[src/rtl/key_press_pkg.sv]
`default_nettype none
// key_press_pkg: shared FSM state type and counter-width helper for the key press array.

package key_press_pkg;

   typedef enum logic [1:0] {
      IDLE      = 2'd0,
      ARMING    = 2'd1,
      HELD      = 2'd2,
      DISARMING = 2'd3
   } key_state_e;

   // Bits needed to hold values 0..max_count inclusive.
   function automatic int cnt_width(input int max_count);
      return (max_count < 1) ? 1 : $clog2(max_count + 1);
   endfunction

endpackage

`default_nettype wire

[src/rtl/key_channel.sv]
`default_nettype none
// key_channel: synchroniser, debounce FSM and registered outputs for one key.
// Auto-repeat of a held key is compiled in when KEY_AUTOREPEAT_EN is defined.

module key_channel
   import key_press_pkg::*;
#(
   parameter int DEBOUNCE_CYCLES = 16,
   parameter int REPEAT_DELAY    = 500,
   parameter int REPEAT_PERIOD   = 100
) (
   input  logic clk_i,
   input  logic rst_ni,
   input  logic in_i,
   output logic held_o,
   output logic press_o,
   output logic release_o
);

   localparam int            CW         = cnt_width(DEBOUNCE_CYCLES);
   localparam logic [CW-1:0] C_CNT_ONE  = CW'(1);
   localparam logic [CW-1:0] C_CNT_LAST = CW'(DEBOUNCE_CYCLES);
   localparam bit            C_DIRECT   = (DEBOUNCE_CYCLES == 1);

   if (DEBOUNCE_CYCLES < 1 || REPEAT_DELAY < 1 || REPEAT_PERIOD < 1) begin : g_param_check
      $error("key_channel: DEBOUNCE_CYCLES, REPEAT_DELAY and REPEAT_PERIOD must be >= 1");
   end

   logic          sync1_q, sync2_q;
   key_state_e    state_q, state_d;
   logic [CW-1:0] cnt_q, cnt_d, cnt_inc;
   logic          held_q, held_d;
   logic          press_q, press_d;
   logic          release_q, release_d;
   logic          fsm_press;
   logic          rep_fire;

   always_ff @(posedge clk_i or negedge rst_ni) begin
      if (!rst_ni) begin
         sync1_q   <= 1'b0;
         sync2_q   <= 1'b0;
         state_q   <= IDLE;
         cnt_q     <= '0;
         held_q    <= 1'b0;
         press_q   <= 1'b0;
         release_q <= 1'b0;
      end else begin
         sync1_q   <= in_i;
         sync2_q   <= sync1_q;
         state_q   <= state_d;
         cnt_q     <= cnt_d;
         held_q    <= held_d;
         press_q   <= press_d;
         release_q <= release_d;
      end
   end

   always_comb begin
      state_d   = state_q;
      cnt_d     = cnt_q;
      fsm_press = 1'b0;
      release_d = 1'b0;
      cnt_inc   = cnt_q + C_CNT_ONE;
      case (state_q)
         IDLE: begin
            if (sync2_q) begin
               if (C_DIRECT) begin
                  state_d   = HELD;
                  fsm_press = 1'b1;
               end else begin
                  state_d = ARMING;
                  cnt_d   = C_CNT_ONE;
               end
            end
         end
         ARMING: begin
            if (!sync2_q) begin
               state_d = IDLE;
               cnt_d   = '0;
            end else if (cnt_inc == C_CNT_LAST) begin
               state_d   = HELD;
               cnt_d     = '0;
               fsm_press = 1'b1;
            end else begin
               cnt_d = cnt_inc;
            end
         end
         HELD: begin
            if (!sync2_q) begin
               if (C_DIRECT) begin
                  state_d   = IDLE;
                  release_d = 1'b1;
               end else begin
                  state_d = DISARMING;
                  cnt_d   = C_CNT_ONE;
               end
            end
         end
         DISARMING: begin
            if (sync2_q) begin
               state_d = HELD;
               cnt_d   = '0;
            end else if (cnt_inc == C_CNT_LAST) begin
               state_d   = IDLE;
               cnt_d     = '0;
               release_d = 1'b1;
            end else begin
               cnt_d = cnt_inc;
            end
         end
         default: begin
            state_d = IDLE;
            cnt_d   = '0;
         end
      endcase
      held_d = (state_d == HELD) || (state_d == DISARMING);
   end

`ifdef KEY_AUTOREPEAT_EN
   localparam int            RMAX         = (REPEAT_DELAY > REPEAT_PERIOD) ? REPEAT_DELAY : REPEAT_PERIOD;
   localparam int            RW           = cnt_width(RMAX);
   localparam logic [RW-1:0] C_REP_ONE    = RW'(1);
   localparam logic [RW-1:0] C_REP_DELAY  = RW'(REPEAT_DELAY);
   localparam logic [RW-1:0] C_REP_PERIOD = RW'(REPEAT_PERIOD);

   logic [RW-1:0] rep_q, rep_d, rep_inc;
   logic          rep_phase_q, rep_phase_d;

   always_ff @(posedge clk_i or negedge rst_ni) begin
      if (!rst_ni) begin
         rep_q       <= '0;
         rep_phase_q <= 1'b0;
      end else begin
         rep_q       <= rep_d;
         rep_phase_q <= rep_phase_d;
      end
   end

   // Counts only while the key stays solidly held; a bounce freezes it and
   // returning to HELD restarts the initial delay.
   always_comb begin
      rep_d       = rep_q;
      rep_phase_d = rep_phase_q;
      rep_fire    = 1'b0;
      rep_inc     = rep_q + C_REP_ONE;
      if (state_q == HELD && sync2_q) begin
         if (rep_inc == (rep_phase_q ? C_REP_PERIOD : C_REP_DELAY)) begin
            rep_fire    = 1'b1;
            rep_d       = '0;
            rep_phase_d = 1'b1;
         end else begin
            rep_d = rep_inc;
         end
      end else if (!(state_q == HELD || state_q == DISARMING) || sync2_q) begin
         rep_d       = '0;
         rep_phase_d = 1'b0;
      end
   end
`else
   assign rep_fire = 1'b0;
`endif

   assign press_d   = fsm_press | rep_fire;
   assign held_o    = held_q;
   assign press_o   = press_q;
   assign release_o = release_q;

endmodule

`default_nettype wire

[src/rtl/key_press_array.sv]
`default_nettype none
// key_press_array: CHANNELS independent debounced keys with press/release pulses.
// Define KEY_AUTOREPEAT_EN to turn a held key into a periodic press-pulse train.

module key_press_array
   import key_press_pkg::*;
#(
   parameter int CHANNELS        = 4,
   parameter int DEBOUNCE_CYCLES = 16,
   parameter int REPEAT_DELAY    = 500,
   parameter int REPEAT_PERIOD   = 100
) (
   input  logic                clk_i,
   input  logic                rst_ni,
   input  logic [CHANNELS-1:0] in_i,
   output logic [CHANNELS-1:0] held_o,
   output logic [CHANNELS-1:0] press_o,
   output logic [CHANNELS-1:0] release_o
);

   if (CHANNELS < 1) begin : g_param_check
      $error("key_press_array: CHANNELS must be >= 1");
   end

   for (genvar i = 0; i < CHANNELS; i++) begin : g_ch
      key_channel #(
         .DEBOUNCE_CYCLES(DEBOUNCE_CYCLES),
         .REPEAT_DELAY   (REPEAT_DELAY),
         .REPEAT_PERIOD  (REPEAT_PERIOD)
      ) u_key_channel (
         .clk_i    (clk_i),
         .rst_ni   (rst_ni),
         .in_i     (in_i[i]),
         .held_o   (held_o[i]),
         .press_o  (press_o[i]),
         .release_o(release_o[i])
      );
   end

endmodule

`default_nettype wire

[config.mk]
export PLATFORM = sky130hd
export DESIGN_NAME = key_press_array
export DESIGN_NICKNAME = d
export VERILOG_FILES = /design/src/rtl/key_press_pkg.sv /design/src/rtl/key_channel.sv /design/src/rtl/key_press_array.sv
export SDC_FILE = /design/constraint.sdc
export NUM_CORES = 1
export LEC_CHECK = 0
export BUFFER_PORTS_ARGS = -buffer_cell sky130_fd_sc_hd__buf_4
export CAP_MARGIN = 10
export CORE_ASPECT_RATIO = 0.7
export CORE_UTILIZATION = 40
export DETAILED_ROUTE_END_ITERATION = 10
export PLACE_DENSITY = 0.68
export RECOVER_POWER = 100
export SETUP_SLACK_MARGIN = 0.05
export SKIP_CTS_REPAIR_TIMING = 1
export SLEW_MARGIN = 25
export SYNTH_ARGS = -nofsm -noshare
export SYNTH_HDL_FRONTEND = slang
export SYNTH_HIERARCHICAL = 1
export SYNTH_SLANG_ARGS = --single-unit
[constraint.sdc]
create_clock -name clk_i -period 1.3 [get_ports clk_i]
set_input_delay 0.065 -clock clk_i [delete_from_list [all_inputs] [get_ports clk_i]]
set_output_delay 0.065 -clock clk_i [all_outputs]
set_load 0.01 [all_outputs]
==> After elaboration in Yosys (flattened, before gate mapping) <==
Index checks and enable logic that the tools add are counted.
{ "op_classes": {"addsub": 4, "n_eq_ne": 32, "reduce_logical": 12, "mux": 72} }
{ "ops": {"columns": ["cell", "count"], "rows": [
  ["5-bit 2-to-1 mux", 20],
  ["5-bit one-hot mux with 4 select lines", 4],
  ["2-bit 2-to-1 mux", 24],
  ["2-bit == test, second input constant", 16],
  ["2-bit one-hot mux with 4 select lines", 4],
  ["5-bit by 1-bit adder with 5-bit output, second input constant", 4],
  ["5-bit == test, second input constant", 4],
  ["1-bit 2-to-1 mux", 20],
  ["2-bit by 1-bit == test with 1-bit output, second input constant", 4],
  ["2-bit zero test", 4],
  ["2-bit by 1-bit != test with 1-bit output, second input constant", 4],
  ["2-bit != test, second input constant", 4],
  ["2-bit AND reduction", 4],
  ["1-bit logical OR", 4]
]} }
{ "totals": {"in_bits": 6, "elab_cells": 148, "reg_bits": 48, "output_inout_bits": 12} }

==> Depth between registers and ports, before layout <==
{ "depth": {"depth_word": 7, "depth_mapped": 5, "depth_no_buf": 5} }

==> By module <==
The synthesis kept the hierarchy.
{ "by_module_without_submodules": {"columns": ["mod", "area_per_inst_um2", "n_inst", "seq_area_each_um2", "cells_each"], "rows": [
  ["key_channel", 531.8, 4, 300.3, 47]
]} }

==> Least setup slack after synthesis <==
No wires, ideal clock.
{ "synth_timing": {"path_kind": "register -> register", "start": "reg g_ch[0].u_key_channel.cnt_q[4]", "end": "reg g_ch[0].u_key_channel.held_q", "period_less_slack_ps": 1379, "path_buffers": 0, "arrival_time_ps": 1252, "t_required_ps": 1172, "stages_incl_launch_ff": 5, "slack_ps": -79, "setup_time_ps": 128, "cell_sequence": "dfrtp_1 -> or2b_1 -> mux2i_1 -> nand4_2 -> mux2_1"} }
{ "synth_between": {"elab_chain_len": 7, "word_cells_on_any_way": 10, "classes_between": "1 x add/sub; 3 x eq/ne; 5 x mux; 1 x reduce/logical"} }
{ "synth_lines": {"columns": ["element", "line_no", "source"], "rows": [
  ["start, declared", "key_channel.sv:31", "logic [CW-1:0] cnt_q, cnt_d, cnt_inc;"],
  ["start signal, assigned", "key_channel.sv:51", "cnt_q <= cnt_d;"],
  ["5-bit by 1-bit adder with 5-bit output (*)", "key_channel.sv:63", "cnt_inc = cnt_q + C_CNT_ONE;"],
  ["5-bit == test (*)", "key_channel.sv:80, key_channel.sv:103", null],
  ["2-bit 2-to-1 mux (on tied branches)", "key_channel.sv:103, key_channel.sv:80", null],
  ["2-bit 2-to-1 mux (on tied branches)", "key_channel.sv:100, key_channel.sv:77", null],
  ["2-bit one-hot mux with 4 select lines (*)", "key_channel.sv:64", "case (state_q)"],
  ["2-bit == test", "key_channel.sv:116", "held_d = (state_d == HELD) || (state_d == DISARMING);"],
  ["1-bit logical OR (*)", "key_channel.sv:116", null],
  ["net g_ch[0].u_key_channel.held_d", "key_channel.sv:32", "logic held_q, held_d;"],
  ["end signal, assigned", "key_channel.sv:52", "held_q <= held_d;"],
  ["end, declared", "key_channel.sv:32", null]
]} }
The timed path passes the listed nets; every way through them passes the cells marked *.
A chain may end at the register's enable or synchronous reset.

==> Worst setup path after layout <==
{ "layout_timing": {"start": "reg g_ch[1].u_key_channel.cnt_q[3]", "end": "reg g_ch[1].u_key_channel.held_q"} }
{ "layout_between": {"elab_chain_len": 7, "word_cells_on_any_way": 10, "classes_between": "1 x add/sub; 3 x eq/ne; 5 x mux; 1 x reduce/logical"} }
{ "layout_lines": {"columns": ["element", "line_no"], "rows": [
  ["start, declared", "key_channel.sv:31"],
  ["start signal, assigned", "key_channel.sv:51"],
  ["5-bit by 1-bit adder with 5-bit output (*)", "key_channel.sv:63"],
  ["5-bit == test (*)", "key_channel.sv:80, key_channel.sv:103"],
  ["2-bit 2-to-1 mux (on tied branches)", "key_channel.sv:103, key_channel.sv:80"],
  ["2-bit 2-to-1 mux (on tied branches)", "key_channel.sv:100, key_channel.sv:77"],
  ["2-bit one-hot mux with 4 select lines (*)", "key_channel.sv:64"],
  ["2-bit == test", "key_channel.sv:116"],
  ["1-bit logical OR (*)", "key_channel.sv:116"],
  ["net g_ch[1].u_key_channel.held_d", "key_channel.sv:32"],
  ["end signal, assigned", "key_channel.sv:52"],
  ["end, declared", "key_channel.sv:32"]
]} }
Marked as above.

==> impl_metrics.ini <==
[setup_path]
r2r_setup_slack_ns = -0.20
startpoint_type = flop
crit_slowest_cell = dfrtp_1
worst-endpoint-required_ns = 1.49
reg2reg_depth = 4
crit_chain = or2b_1 > mux2i_1 > nand4_2 > mux2_4
critPathCaptureType = flop
critical-path-top-delay-family = multiplexers
path_class = reg -> reg
cp.depth = 4
cpPeakStageDelay_ns = 0.38
cp.arrival_ns = 1.70
critPathMaxFanout = 4
r2r_end = g_ch[1].u_key_channel/held_o$_DFF_PN0_
r2r-start = g_ch[1].u_key_channel/cnt_q[3]$_DFFE_PN0P_
crit_buf_inv = 0

[cells_and_area]
nets = 257
nFillCells = 445
multiInputGateArea_mm2 = 0.00105
register_area_mm2 = 0.00120
syn2layout_area_growth_pct = 33.6
final_layout_size_suffix_gt1_share_pct = 34.3
postLayoutCoreUtil_pct = 57.5
n_antenna_cell = 0

[synth]
yosysSeqAreaShare_pct = 56.5
syn_area_mm2 = 0.00213
syn_area_per_cell_um2 = 11.3
synth_area_leader_cell = dfrtp_1
synthTopCellsByArea = dfrtp_1, nand2_1, xor2_1, mux2_1, nand3_1
ys_warn_count = 6
synth_cells = 188
syn-num-nets = 198
yosysUniqueCellTypes = 20
netlist.area_leader.share_pct = 56.5
synth-seq-cells = 48

[timing]
max_freq_ghz = 0.665
period_minus_slack_ns = 1.50
final_hold_viol_count = 0
postLayoutSetupSlackWorst_ns = -0.204
relSlewSlack_pct = 57.3
fin_setup_tns_ns = -2.53
fin_hold_ws_ns = 0.344
maxSlewViolCount = 0
finalCritPeriodShare_pct = 116
setup_viol = 20
rsz0062_at_grt = yes
skew_ns = 0.00294
worst_pin_slew_ns = 0.640

[clocking]
clock-root-buffer = clkbuf_8
cts.sinks = 48
clockBufferDepth = 2
clk_latency_ns = 0.30
cts_tree = built
cts.clk_slew.worst_paths_ns = 0.09
htree_levels = 2
cts_buffers = 5

[floorplanning]
start_util_pct = 43.1
design.core.area_mm2 = 0.00494
die_w_um = 89.2
row_count = 21
die_area_mm2 = 0.00562
die_y_um = 63.0
ios = 18

[routing]
drtAntennaViolNets = 0
drc = 0
vias_per_cell = 4.73
first_pass_iters = 4
finalWirelength_um = 3900
avgRoutedWirePerCell_um = 12.3
drt_iter0_drc = 46
vias = 1499

[grt]
grt_pass1_vias = 1404
gr-total-overflow = 0
grt_max_degree = 49
grt_pass1_wl_um = 6400
antenna_found_initial = 0
grt.total_usage_pct = 14.8

[pwr]
peakVddDrop_mv = 0.732
p_per_area_mw_per_mm2 = 1060
total_power_mw = 3.01
leakagePower_nw = 1.30

[placement]
io_buffers = 17
place_congestion = 0.807
dp_hpwl_um = 2510

[status]
violations = negative setup slack
status = finished with violations

[flow_run]
maxCapViolations = 0

[worst_hold_path]
hold_path.class = in -> async
[metrics by stage]
| stage | cell area, um^2 | worst slack [ns] | std cells |
|---|---|---|---|
| after detailed placement | 2530 | -0.157 | 298 |
| after global placement | 2530 | -0.124 | 298 |
| after global routing | 2840 | -0.255 | 317 |
| after CTS | 2640 | -0.171 | 306 |
| after floorplan | 2130 | -0.0512 | 188 |
| final | 2840 | -0.204 | 317 |
[cell families (layout without fill, tap and decap cells)]
kind of cell,Yosys count,after routing,synth area share (%)
AO/OA/AOI/OAI,28,28,8.24
XOR/XNOR,16,16,6.59
adder cells (fa/ha/maj),4,4,2.35
buffers and inverters,4,64,0.941
flip-flops,48,48,56.5
multiplexers,12,12,6.12
AND/OR/NAND/NOR,76,76,19.3
[flip-flops by register name, indices dropped and copies added, names as in the netlist]
signal                        count
g_ch.u_key_channel/press_o        4
g_ch.u_key_channel/held_o         4
g_ch.u_key_channel/cnt_q         20
g_ch.u_key_channel/sync2_q        4
g_ch.u_key_channel/sync1_q        4
g_ch.u_key_channel/state_q        8
g_ch.u_key_channel/release_o      4
[layout by cell type (no fill, tap or decap), types with 3 or more instances in the layout]
cell type,count
dfrtp_1,47
buf_4,30
nand2_1,24
clkbuf_1,13
xor2_1,12
nand3_1,12
nor2_1,11
mux2_4,8
o22ai_1,8
nor3b_2,7
o21ai_0,6
clkbuf_4,6
clkbuf_8,5
dlygate4sd3_1,5
or2b_1,4
nand2b_2,4
mux2i_1,4
nand4_2,4
o21bai_1,4
a21oi_1,4
nand2_2,3
xnor2_2,3
ha_2,3
buf_6,3
and2_1,3
[cell usage after synthesis (all sizes together)]
cell type  instances
a21oi              4
xor2              12
nand3             12
dfrtp             48
mux2               8
o21ai              8
clkbuf             4
mux2i              4
nand2b             4
and2               4
a221oi             4
nand2             28
ha                 4
nand4              4
nor2              12
or2b               4
nor3b              8
o22ai              8
o21bai             4
xnor2              4
[power breakdown]
group          internal (mW)  switching, mW  total [mW]
clock                  0.571          0.495        1.07
combinational          0.161          0.151       0.311
sequential              1.55         0.0780        1.63
[worst max-delay path by stage]
stage	endpoint	slack, ns	from
2_1_floorplan	g_ch[0].u_key_channel/held_o$_DFF_PN0_	-0.05	g_ch[0].u_key_channel/cnt_q[4]$_DFFE_PN0P_
3_3_place_gp	g_ch[3].u_key_channel/held_o$_DFF_PN0_	-0.12	g_ch[3].u_key_channel/cnt_q[4]$_DFFE_PN0P_
3_5_place_dp	g_ch[2].u_key_channel/held_o$_DFF_PN0_	-0.16	g_ch[2].u_key_channel/cnt_q[4]$_DFFE_PN0P_
4_1_cts	g_ch[2].u_key_channel/held_o$_DFF_PN0_	-0.17	g_ch[2].u_key_channel/cnt_q[4]$_DFFE_PN0P_
5_1_grt	g_ch[1].u_key_channel/state_q[1]$_DFF_PN0_	-0.25	g_ch[1].u_key_channel/cnt_q[3]$_DFFE_PN0P_
6_report	g_ch[1].u_key_channel/held_o$_DFF_PN0_	-0.20	g_ch[1].u_key_channel/cnt_q[3]$_DFFE_PN0P_
[routing by layer]
layer	track usage (%)	wire length [um]	vias up
li1	-	-	769
met1	21.5	2030	701
met2	19.8	1680	25
met3	5.68	169	4
met4	5.16	17	0
met5	0	0	-
[area by class of cell]
type                       instances  share of cell area (%)
sequential                        48                    42.3
clock inverter                     2                    1.23
clock buffer                       6                    2.55
multi-input combinational        136                    36.8
timing repair buffer              56                    14.0
tap                               69                    3.04
Power figures use the tool's default switching activity.
